File: config.mk
export PLATFORM = sky130hd
export DESIGN_NAME = score_counter
export DESIGN_NICKNAME = d
export VERILOG_FILES = /design/src/rtl/score_counter.sv
export SDC_FILE = /design/constraint.sdc
export NUM_CORES = 1
export LEC_CHECK = 0
export ABC_AREA = 0
export CAP_MARGIN = 0
export CORE_MARGIN = 1.5
export CORE_UTILIZATION = 45
export CTS_BUF_LIST = sky130_fd_sc_hd__clkbuf_4
export CTS_CLUSTER_DIAMETER = 40
export DETAILED_ROUTE_END_ITERATION = 12
export PLACE_DENSITY = 0.86
export SLEW_MARGIN = 0
export SYNTH_ARGS = -nofsm -noshare
export SYNTH_HDL_FRONTEND = slang
export SYNTH_SLANG_ARGS = --single-unit
File: constraint.sdc
create_clock -name clk -period 1.8 [get_ports clk]
set_input_delay 0.45 -clock clk [delete_from_list [all_inputs] [get_ports clk]]
set_output_delay 0.45 -clock clk [all_outputs]
set_load 0.01 [all_outputs]
File: src/rtl/score_counter.sv
// score_counter: two-digit BCD score, edge-triggered increment, saturating at 99.
// Define SCORE_HIGH_SCORE_EN to add a high-score register pair on hs_ones/hs_tens.
module score_counter #(
   parameter int BLANK_LZ = 1
) (
   input  logic       clk,
   input  logic       rst,
   input  logic       inc,
   input  logic       clear,
   output logic [3:0] ones,
   output logic [3:0] tens,
   output logic       en_ones,
   output logic       en_tens,
   output logic       full,
   output logic [3:0] hs_ones,
   output logic [3:0] hs_tens
);
   localparam logic COUNT = 1'b0;
   localparam logic SAT   = 1'b1;
   logic       inc_q, step;
   logic       state_q, state_d;
   logic [3:0] ones_q, ones_d, tens_q, tens_d;
   assign step = inc & ~inc_q;
   always_comb begin
      ones_d  = ones_q;
      tens_d  = tens_q;
      state_d = state_q;
      if (clear) begin
         ones_d  = 4'd0;
         tens_d  = 4'd0;
         state_d = COUNT;
      end else if (step && state_q == COUNT) begin
         // reaching 99 from 98, or stepping at 99, both land in SAT
         if (tens_q == 4'd9 && ones_q >= 4'd8) begin
            ones_d  = 4'd9;
            state_d = SAT;
         end else if (ones_q == 4'd9) begin
            ones_d = 4'd0;
            tens_d = tens_q + 4'd1;
         end else begin
            ones_d = ones_q + 4'd1;
         end
      end
   end
   always_ff @(posedge clk) begin
      if (rst) begin
         inc_q   <= 1'b0;
         state_q <= COUNT;
         ones_q  <= 4'd0;
         tens_q  <= 4'd0;
      end else begin
         inc_q   <= inc;
         state_q <= state_d;
         ones_q  <= ones_d;
         tens_q  <= tens_d;
      end
   end
   assign ones    = ones_q;
   assign tens    = tens_q;
   assign full    = state_q == SAT;
   assign en_ones = 1'b1;
   assign en_tens = (BLANK_LZ != 0) ? (tens_q != 4'd0) : 1'b1;
`ifdef SCORE_HIGH_SCORE_EN
   logic [3:0] hs_ones_q, hs_tens_q;
   // packed BCD digits compare correctly as plain binary
   always_ff @(posedge clk) begin
      if (rst) begin
         hs_ones_q <= 4'd0;
         hs_tens_q <= 4'd0;
      end else if ({tens_q, ones_q} > {hs_tens_q, hs_ones_q}) begin
         hs_ones_q <= ones_q;
         hs_tens_q <= tens_q;
      end
   end
   assign hs_ones = hs_ones_q;
   assign hs_tens = hs_tens_q;
`else
   assign hs_ones = 4'd0;
   assign hs_tens = 4'd0;
`endif
endmodule

==> results.json, run 1 <==
{
  "status": "completed",
  "path_clk_slew_ns": 0.07,
  "synth.area.top_cells": "dfxtp_1, buf_4, ha_1",
  "place.port_buffers": 13,
  "drt_iter0_markers": 4,
  "critPathSlowestCell": "clkdlybuf4s50_1",
  "setup_violations": 0,
  "h-tree-depth": 1,
  "dp_hpwl_um": 1072,
  "fillCellCount": 123,
  "start_kind": "register",
  "p_per_area_nw_per_um2": 514.2,
  "cts_tree": "built",
  "yosys_warnings": 0,
  "crit_start": "ones[3]",
  "remaining_drc_errors": 0,
  "hold_class": "register to register",
  "die_area_um2": 1656,
  "clock_sinks": 10,
  "synth_area_um2": 639.4,
  "die_h_um": 40.70,
  "cp.arrival_ns": 1.30,
  "p_leak_uw": 0.0003376,
  "skew_ns": 0.009638,
  "via_per_inst": 5.295,
  "antenna_cells": 0,
  "worstPathCellList": "clkdlybuf4s50_1",
  "cp_max_fo": 9,
  "ctsRootBufferMaster": "clkbuf_4",
  "ys_types": 31,
  "ys_seq_area_share_pct": 31.31,
  "synth_cells": 78,
  "yosysTopAreaCellShare_pct": 31.31,
  "final_core_util_pct": 62.68,
  "postRouteAntennaNets": 0,
  "numCtsBuffers": 3,
  "grt-ovfl-total": 0,
  "rsz0062_at_grt": "yes",
  "vias": 593,
  "ys_seq_elements": 10,
  "worst_skew_pair.late_latency_ns": 0.27,
  "grt_pass1_vias": 483,
  "antenna_found_initial": 0,
  "groute.usage.overall_pct": 18.89,
  "post-route-min-period_ns": 1.753,
  "drt-total-wl_um": 1371,
  "core-area_um2": 1318,
  "wl_per_cell_um": 12.24,
  "area_delta_synth_final_pct": 29.16,
  "grt_first_pass_wirelength_um": 1959,
  "clock.fmax_ghz": 0.5705,
  "final_hold_viol_count": 0,
  "crit_family": "buffers and inverters",
  "grt_max_degree": 11,
  "ir_drop_mv": 0.3456,
  "pin_count": 23,
  "post-route-period-util_pct": 97.38,
  "synth_edf_count": 0,
  "cts_setup_buffers": 0,
  "post-synth-top-area-cell": "dfxtp_1",
  "clk_path_buf_depth": 2,
  "dieWidth_um": 40.70,
  "synthArstFlopShare_pct": 0,
  "finalMaxSlewViolations": 0,
  "synthTopCellsByCount": "dfxtp_1, buf_4, nand2_1",
  "synth_flop_cell": "dfxtp_1",
  "place_congestion": 0.8294,
  "num_rows": 13,
  "end_kind": "output port",
  "worstHoldStart": "tens[2]",
  "layout.nets": 106,
  "path_class": "register to output port",
  "worstReg2RegStart": "tens[1]",
  "drv_cap": 0,
  "layout-drive-gt1-share_pct": 13.40,
  "finalSetupTns_ns": 0,
  "cp_slowest_stage_delay_ns": 0.59,
  "yosysMostFrequentCell": "dfxtp_1",
  "start_util_pct": 48.53,
  "required_ns": 1.35,
  "path_buf_inv": 1,
  "drt_pass1_iterations": 2,
  "avgSynthCellArea_um2": 8.197
}
[final timing paths]
kind,slack [ns],end,depth (start not counted)
hold reg to reg,0.51,tens[2],2
setup reg to reg,0.24,ones[2],5
hold / removal,0.51,tens[2],2
setup / recovery,0.05,ones[3],1
[per-layer routing]
layer / vias to the layer above / share of wire, % / GRT usage (%) / wire (um)
met5: - / 0 / 0 / 0
met4: 0 / 0 / 2.500 / 0
met3: 0 / 5.5 / 9.783 / 76
met2: 17 / 51 / 33.33 / 701
met1: 277 / 43 / 20.39 / 593
li1: 299 / - / - / -
[kinds of logic after synthesis]
| family | Yosys count | share of synthesized area [%] |
|---|---|---|
| AND/OR/NAND/NOR | 34 | 32.88 |
| buffers and inverters | 15 | 14.09 |
| AO/OA/AOI/OAI | 12 | 11.55 |
| flip-flops | 10 | 31.31 |
| adder cells (fa/ha/maj) | 3 | 5.871 |
| multiplexers | 2 | 3.131 |
| other | 2 | 1.175 |
[cell usage in the layout (no fill, tap or decap), types with 3 or more instances in the layout]
| cell type | instances |
|---|---|
| clkdlybuf4s50_1 | 11 |
| ha_1 | 3 |
| conb_1 | 9 |
| dfxtp_1 | 9 |
| nor2b_1 | 4 |
| nor2_1 | 5 |
| o21ai_0 | 4 |
| a31oi_1 | 3 |
| inv_1 | 4 |
| nand2_1 | 7 |
| clkbuf_4 | 3 |
| buf_4 | 7 |
[timing repair]
action | in CTS | in global routing
resized for setup | 2 | 3
endpoints found under the hold margin | 0 | 0
pin swaps | 0 | 2
hold buffers | 0 | 0
setup endpoints to repair | 2 | 4
[stage by stage]
| step | std cells | setup slack, ns | instance area, um2 | hold WS (ns) | power [uW] |
|---|---|---|---|---|---|
| global route | 112 | -0.01034 | 825.8 | 0.5542 | 448.9 |
| finish | 112 | 0.04717 | 825.8 | 0.5091 | 424.6 |
| detailed placement | 109 | -0.2473 | 792.0 | 0.5008 | 272.2 |
| global placement | 109 | -0.2242 | 792.0 | 0.4943 | 271.4 |
| CTS | 112 | 0.03308 | 814.5 | 0.5114 | 428.4 |
| floorplan | 85 | 0.09235 | 665.6 | 0.5175 | 268.0 |
[area by class of cell]
cell class                 count  area, um2  share of cell area, %
clock buffer                   3      22.52                  2.727
tap                           15      18.77                  2.273
timing repair buffer          20      183.9                  22.27
sequential                    10      201.4                  24.39
multi-input combinational     60      384.1                  46.52
inverter                       4      15.01                  1.818
[state kept, by name, indices dropped and copies added (netlist names)]
register / flops
full: 1
inc_q: 1
ones: 4
tens: 4
[report_power, final]
part           switching [uW]  total, uW  internal (uW)
logic                    22.0       42.4           20.3
registers                3.47        227            224
clock network            77.9        155           77.2
Power figures use the tool's default switching activity.
==> run 2: changes to the inputs <==
--- a/config.mk
+++ b/config.mk
@@ -6,7 +6,7 @@
 export NUM_CORES = 1
 export LEC_CHECK = 0
 export ABC_AREA = 0
-export CAP_MARGIN = 0
+export CAP_MARGIN = 5
 export CORE_MARGIN = 1.5
 export CORE_UTILIZATION = 45
 export CTS_BUF_LIST = sky130_fd_sc_hd__clkbuf_4
==> results of run 2 <==
Same layout as run 1: the final DEF is identical, and so are final timing and power.
